## src/rtl/uart_rx_fifo.sv

```systemverilog
// First-word-fall-through byte FIFO behind the UART receiver, with a sticky overflow flag.
// Optional almost-full output is enabled by defining UART_RX_FIFO_AFULL_EN.
module uart_rx_fifo #(
  parameter int DATA_W    = 8,
  parameter int DEPTH     = 16,
  parameter int ADDR_W    = 4,
  parameter int AFULL_LVL = 12
) (
  input  logic              clk,
  input  logic              i_rst_n,
  input  logic              i_wr,
  input  logic [DATA_W-1:0] i_data,
  input  logic              i_rd,
  input  logic              i_clr_ovf,
  output logic [DATA_W-1:0] o_data,
  output logic              o_empty,
  output logic              o_full,
  output logic [ADDR_W:0]   o_count,
  output logic              o_overflow
`ifdef UART_RX_FIFO_AFULL_EN
  ,
  output logic              o_afull
`endif
);

  logic [DATA_W-1:0] mem_q [DEPTH];
  logic [ADDR_W-1:0] wr_ptr_q, wr_ptr_d;
  logic [ADDR_W-1:0] rd_ptr_q, rd_ptr_d;
  logic [ADDR_W:0]   count_q, count_d;
  logic              ovf_q, ovf_d;
  logic              empty, full, rd_ok, wr_ok;

  assign empty = (count_q == '0);
  assign full  = (count_q == (ADDR_W+1)'(DEPTH));
  // A read frees the slot in the same cycle, so a full FIFO still takes a write paired with a read.
  assign rd_ok = i_rd && !empty;
  assign wr_ok = i_wr && (!full || rd_ok);

  always_comb begin
    wr_ptr_d = wr_ptr_q;
    rd_ptr_d = rd_ptr_q;
    count_d  = count_q;
    ovf_d    = ovf_q;
    if (wr_ok) wr_ptr_d = wr_ptr_q + ADDR_W'(1);
    if (rd_ok) rd_ptr_d = rd_ptr_q + ADDR_W'(1);
    case ({wr_ok, rd_ok})
      2'b10:   count_d = count_q + (ADDR_W+1)'(1);
      2'b01:   count_d = count_q - (ADDR_W+1)'(1);
      default: count_d = count_q;
    endcase
    // A dropped byte takes priority over a clear request in the same cycle.
    if (i_wr && !wr_ok) ovf_d = 1'b1;
    else if (i_clr_ovf) ovf_d = 1'b0;
  end

  always_ff @(posedge clk or negedge i_rst_n) begin
    if (!i_rst_n) begin
      wr_ptr_q <= '0;
      rd_ptr_q <= '0;
      count_q  <= '0;
      ovf_q    <= 1'b0;
    end else begin
      wr_ptr_q <= wr_ptr_d;
      rd_ptr_q <= rd_ptr_d;
      count_q  <= count_d;
      ovf_q    <= ovf_d;
    end
  end

  always_ff @(posedge clk) begin
    if (wr_ok) mem_q[wr_ptr_q] <= i_data;
  end

  // Head is forced to zero while empty so reset shows a defined value without clearing storage.
  assign o_data     = empty ? '0 : mem_q[rd_ptr_q];
  assign o_empty    = empty;
  assign o_full     = full;
  assign o_count    = count_q;
  assign o_overflow = ovf_q;

`ifdef UART_RX_FIFO_AFULL_EN
  logic afull_q;

  always_ff @(posedge clk or negedge i_rst_n) begin
    if (!i_rst_n) afull_q <= 1'b0;
    else          afull_q <= (count_d >= (ADDR_W+1)'(AFULL_LVL));
  end

  assign o_afull = afull_q;
`endif

endmodule
```

## config.mk

```make
export PLATFORM = sky130hd
export DESIGN_NAME = uart_rx_fifo
export DESIGN_NICKNAME = d
export VERILOG_FILES = /design/src/rtl/uart_rx_fifo.sv
export SDC_FILE = /design/constraint.sdc
export NUM_CORES = 1
export LEC_CHECK = 0
export ABC_CLOCK_PERIOD_IN_PS = 2550
export CELL_PAD_IN_SITES_DETAIL_PLACEMENT = 0
export CELL_PAD_IN_SITES_GLOBAL_PLACEMENT = 1
export CORE_MARGIN = 5
export CORE_UTILIZATION = 25
export DETAILED_ROUTE_END_ITERATION = 10
export GPL_ROUTABILITY_DRIVEN = 0
export PLACE_DENSITY_LB_ADDON = 0.2
export SYNTH_ARGS = -nofsm -noshare
export SYNTH_HDL_FRONTEND = slang
export SYNTH_SLANG_ARGS = --single-unit
```

## constraint.sdc

```tcl
create_clock -name clk -period 2.55 [get_ports clk]
set_input_delay 0.51 -clock clk [delete_from_list [all_inputs] [get_ports clk]]
set_output_delay 0.51 -clock clk [all_outputs]
set_load 0.03 [all_outputs]
```

# Word level (Yosys, flattened, before mapping)
# Memories as Yosys holds them, arrays and structs flattened.
# Cells that the tools add are included.
[word_totals]
wordCells = 28
regBits = 14
memories = 1
mem_bits_rw = 128
inputBits = 13
output_inout_bits = 16
[op_classes]
n_reduce_logical = 10
muxes = 6
add_sub_neg = 4
n_eq_ne = 3
[mem_list]
columns = ["name", "depth", "width", "read_ports", "rd_clocked_by_memory_dff", "write_ports", "line", "rtl"]
rows = [
  ["mem_q", 16, 8, 1, 0, 1, "26", "logic [DATA_W-1:0] mem_q [DEPTH];"],
]
[ops]
columns = ["op", "n"]
rows = [
  ["5-bit one-hot mux with 2 select lines", 1],
  ["4-bit by 1-bit adder with 4-bit output (second input constant)", 2],
  ["8-bit two-way mux", 1],
  ["5-bit by 1-bit adder with 5-bit output (second input constant)", 1],
  ["5-bit == test (second input constant)", 1],
  ["5-bit zero test", 1],
  ["5-bit by 1-bit subtractor with 5-bit output (second input constant)", 1],
  ["1-bit two-way mux", 4],
  ["2-bit nonzero test", 2],
  ["1-bit logical AND", 3],
  ["1-bit zero test", 3],
  ["2-bit by 1-bit == test with 1-bit output (second input constant)", 1],
  ["2-bit == test (second input constant)", 1],
  ["1-bit logical OR", 1],
]

# Depth between registers and ports, before layout
[logic_depth]
word_depth = 8
ltp_mapped = 10

# Worst setup path after synthesis
# OpenSTA, ideal clock, no wires.
[synth_timing]
path_type = "register to register"
startpoint = "register count_q[1], in the netlist o_count[1]"
endpoint = "register count_q[4], in the netlist o_count[4]"
arrival_ns = 2.680
n_path_buf = 1
t_required_ns = 2.401
slack_ns = -0.279
path_stages_with_launch = 11
path_cell_list = "dfrtp_1 -> or4_1 -> buf_6 -> o21ai_1 -> nand2b_1 -> inv_1 -> ha_1 -> nand2b_1 -> a2111o_1 -> o211ai_1 -> o211ai_1"
[synth_via]
elab_chain_cells = 7
elab_cells_between_ends = 13
classes_between = "2 x add/sub; 3 x eq/ne; 1 x mux; 7 x reduce/logical"
[synth_lines]
columns = ["item", "line", "rtl"]
rows = [
  ["start: declaration", "29", "logic [ADDR_W:0] count_q, count_d;"],
  ["start signal: assignment", "65", "count_q <= count_d;"],
  ["5-bit zero test", "33", "assign empty = (count_q == '0);"],
  ["1-bit zero test", "36", "assign rd_ok = i_rd && !empty;"],
  ["1-bit logical AND", "36", ""],
  ["1-bit logical OR", "37", "assign wr_ok = i_wr && (!full || rd_ok);"],
  ["1-bit logical AND", "37", ""],
  ["2-bit by 1-bit == test with 1-bit output / 2-bit == test (equally long branches)", "46", "case ({wr_ok, rd_ok})"],
  ["5-bit one-hot mux with 2 select lines / 2-bit nonzero test (equally long branches)", "--", ""],
]
# Several ways; a longest one is shown, not always the timed one.
# A chain may end at the register's enable or synchronous reset.

# Worst setup path after layout
[layout_timing]
startpoint = "register rd_ptr_q[1]"
endpoint = "output o_data[7]"
[layout_via]
elab_chain_cells = 2
[layout_lines]
columns = ["item", "line", "rtl"]
rows = [
  ["start: declaration", "28", "logic [ADDR_W-1:0] rd_ptr_q, rd_ptr_d;"],
  ["start signal: assignment", "64", "rd_ptr_q <= rd_ptr_d;"],
  ["memory 16 x 8 bit", "--", ""],
  ["8-bit two-way mux", "75", "assign o_data = empty ? '0 : mem_q[rd_ptr_q];"],
  ["end: declaration", "15", "output logic [DATA_W-1:0] o_data,"],
]
# No other way between the ends.

==> run summary <==
The run finished, with violations left. The checks that failed: setup timing. The synthesized design spends more area on one cell type than any other, namely sky130_fd_sc_hd__edfxtp_1. Before CTS, the worst setup slack after placement is -220 ps. The fmax came out at between 0.3 and 0.4 GHz.

After detailed placement, the total cell area comes to roughly 0.0070 mm². The critical path contains buffers and inverters numbering 4 combined. Global routing consumed, on the met2 layer, between 10% and 20% of the routing resources.

The max-capacitance violation count is 0. The number of failing hold endpoints at the final stage came out at 0. The kind of cell with the highest combined delay along the critical path is buffers and inverters. The pin count of the biggest net entering global routing came out at 17. The worst setup path is launched from a flop. The first-pass GRT wire length came out at approximately 21 mm. Walking the worst path, the cells encountered are buf_12 > buf_12 > mux4_2 > nor2b_4 > a211oi_2 > buf_4 > a211oi_2 > buf_4.

In this run the most used layer during global routing was met2. The initial antenna violation count came out at 0. The critical path is of the flop to output port type. The setup clock skew after layout is 11.2 ps. The total via count in the routed design came out at about 3100. The wire length per cell came out at 18.7 µm.

The number of fill cells in the layout is roughly 2300. The number of antenna diodes in the final layout is 0. The count of standard-cell rows came out at between 50 and 60.

The horizontal extent of the die came out at approximately 160 µm. Setup repair after global routing could not meet its margin everywhere. The most critical setup path has its endpoint at o_data[7]. The transition time at the pin with the least slew margin came out at 778 ps. In this run the vertical extent of the chip is roughly 160 µm.

Among all cell types in the netlist, the one instantiated most often is sky130_fd_sc_hd__edfxtp_1. Ranked by total cell area, the synthesized netlist is headed by sky130_fd_sc_hd__edfxtp_1 (66%), sky130_fd_sc_hd__mux4_2 (12%), sky130_fd_sc_hd__dfrtp_1 (6.0%). The number of hold buffers added after CTS is 0. The most used flip-flop cell after synthesis is sky130_fd_sc_hd__edfxtp_1. The tightest slew margin relative to the limit is ~48%. The area inside the core boundary is around 0.023 mm².

The number of levels the H-tree was split into is 4. The area of all placed cells without fillers is roughly 0.0079 mm². The number of flops mapped to enable cells by yosys is ~130. The arrival time at the worst endpoint came out at about 2300 ps. For this design the ratio of total power to cell area is about 1200 mW/mm².

The detailed-routing iteration count for the pre-antenna-repair pass came out at 4. STA puts the critical path data required time at between 2000 and 2500 ps. The static leakage is between 0.002 and 0.003 µW.

In this run the worst setup path begins at rd_ptr_q[1]. The number of clock buffers added by TritonCTS is 17. The number of setup violations in the final report is 8. The fraction of synthesized cell area taken by the top area cell type came out at about two thirds. The delay contributed by the slowest stage of the critical path came out at 510 ps. The share of the clock period used by the worst path is 109%. The post-synthesis instance area is 0.00586 mm². The detail route stage leaves a number of antenna-violating nets equal to 0. The number of logic stages on the critical path including buffering came out at 8. The slowest stage of the critical path is the sky130_fd_sc_hd__mux4_2 cell. Global routing consumed, on the met3 layer, approximately 2.6% of the routing resources. The HPWL after detailed placement is between 9 and 10 mm. The tree is rooted in a sky130_fd_sc_hd__clkbuf_16. The reg-to-reg setup timing slack is about 100 ps. In the final layout, the share of cells above drive strength 1 is between 40% and 50%. The fraction of the yosys area taken by sequential cells is 71.6%.

The overall routed net length came out at between 10 and 15 mm. Global routing finished with a remaining overflow of 0. The final max-slew violation count is 0. The number of port buffers is 28. The final worst-path setup slack came out at -224 ps.

The die covers about 0.027 mm². The number of global-route vias before repair is around 3400. The worst setup path is captured at an output port.

The startpoint identified for the worst register-to-register timing path is o_count[0]. In the synthesized netlist, the cells that appear most often are sky130_fd_sc_hd__edfxtp_1 (128), sky130_fd_sc_hd__mux4_2 (32), sky130_fd_sc_hd__a211oi_1 (16). The initial detailed-routing violation count came out at 170. The maximum root-to-sink buffer count came out at 2. The cell count after synthesis came out at roughly 310.

The via-per-instance ratio is 4.28. The clock period minus worst slack came out at ~2800 ps. The type of the most critical hold path is flop to flop. The clock-pin slew on the worst setup and hold paths is roughly 70 ps. The post-synthesis cell type count came out at 40.

The clock reaches the later pin of the worst-skew pair after about 420 ps. The flip-flop and latch count after synthesis came out at roughly 140. The endpoint identified for the worst register-to-register timing path is o_count[4]. TritonCTS built the clock tree. The number of top-level design ports came out at 29. The global-route track usage on met1 came out at between 10% and 20%. The initial utilization of the core area, before any placement, comes to 25.2%. The cell count of the worst reg-to-reg path came out at 9. CTS saw between 100 and 150 sinks.

The worst voltage drop across the vdd grid came out at 564 µV. During synthesis, Yosys emitted a total of 0 warnings. The mean area per synthesized cell is roughly 19 µm².

Compared with the post-synthesis result, the final layout area differs by 34.4%. The synthesized netlist net count came out at 328. The residual DRC count is 0. The post-synthesis async set-or-reset flop share came out at 9.86%. Once layout is complete, the utilization of the core stands at between 30% and 40%. The total routing resource utilization after global routing came out at between 10% and 20%. The final layout contains between 400 and 500 nets.

The maximum fanout along the worst path came out at 6.
-- cells in the final DEF (no fill, tap or decap), types with 3 or more instances in the layout --
master	netlist	routed
sky130_fd_sc_hd__buf_4	1	55
sky130_fd_sc_hd__inv_8	0	6
sky130_fd_sc_hd__clkbuf_16	0	17
sky130_fd_sc_hd__clkdlybuf4s50_1	0	18
sky130_fd_sc_hd__dfrtp_2	0	4
sky130_fd_sc_hd__nor2_1	10	10
sky130_fd_sc_hd__ha_1	8	6
sky130_fd_sc_hd__a211oi_2	0	14
sky130_fd_sc_hd__nand2_1	3	3
sky130_fd_sc_hd__inv_6	0	6
sky130_fd_sc_hd__mux4_2	32	32
sky130_fd_sc_hd__nor2b_1	8	3
sky130_fd_sc_hd__nor2b_4	0	5
sky130_fd_sc_hd__mux2i_2	0	3
sky130_fd_sc_hd__dfrtp_1	14	10
sky130_fd_sc_hd__mux2i_1	10	6
sky130_fd_sc_hd__buf_12	0	10
sky130_fd_sc_hd__inv_1	12	11
sky130_fd_sc_hd__nand3_1	3	3
sky130_fd_sc_hd__edfxtp_1	128	128
sky130_fd_sc_hd__xnor2_1	7	7
sky130_fd_sc_hd__and3_1	8	8
sky130_fd_sc_hd__nor4_1	5	5
sky130_fd_sc_hd__buf_6	1	7
-- cell families after synthesis --
kind of cell,synth area share [%]
and+or+nand+nor,4.34
adders and majority gates,2.05
DFF,71.6
buffers and inverters,2.14
AOI/OAI and AO/OA,3.80
xor gates and xnor gates,1.35
muxes,14.7
-- stage by stage --
step / setup TNS, ps / total power [µW] / std cells / hold WS (ps)
global placement: -1210 / 6600 / 689 / 525
finish: -1170 / 9490 / 734 / 529
floorplan: -151 / 5210 / 306 / 214
CTS: -1650 / 9540 / 734 / 536
global route: -1860 / 9980 / 734 / 548
detailed placement: -1260 / 6620 / 689 / 518
-- state kept, by name, indices dropped and copies added, names as in the netlist --
signal,count
o_overflow,1
o_count,5
rd_ptr_q,4
wr_ptr_q,4
mem_q,128
-- timing repair --
action,CTS,global route
pin swaps,14,7
setup endpoints to repair,10,10
cloned,1,0
setup buffers,15,0
gates resized for setup,56,13
hold endpoints to repair,0,0
-- layout make-up --
class	count	area (µm²)	area share [%]
Tap cell	319	399	5.07
Clock inverter	15	140	1.78
Sequential cell	142	4200	53.4
Clock buffer	17	425	5.41
Multi-Input combinational cell	136	1740	22.1
Timing Repair Buffer	93	920	11.7
Inverter	12	45.0	0.572
-- report_power, final --
group          internal (µW)  switching [µW]
clock network           1300            1080
registers               2860             216
logic                   2060            1980
-- worst min-delay path by stage --
stage,startpoint,end,slack (ps),depth (start not counted)
finish,o_overflow,o_overflow,530,2
global route,o_overflow,o_overflow,550,2
CTS,o_overflow,o_overflow,540,2
detailed placement,o_overflow,o_overflow,520,2
global placement,o_overflow,o_overflow,520,2
floorplan,i_rst_n,o_count[0],210,0
-- worst register-to-register path: stages, from the launching register on --
cell and delay, ps:
sky130_fd_sc_hd__dfrtp_2 400, sky130_fd_sc_hd__or4_4 570, sky130_fd_sc_hd__o21ai_4 170, sky130_fd_sc_hd__nand2b_4 170, sky130_fd_sc_hd__inv_2 70, sky130_fd_sc_hd__ha_4 260, sky130_fd_sc_hd__nand2b_1 80, sky130_fd_sc_hd__a2111o_1 400
sky130_fd_sc_hd__o31a_1 120, sky130_fd_sc_hd__o211ai_1 150
-- routing by layer --
metal | vias up | share of wire (%)
met3 | 14 | 3.1
li1 | 1426 | -
met5 | - | 0
met2 | 38 | 52
met1 | 1662 | 44
met4 | 0 | 1.2
Power figures use the tool's default switching activity.
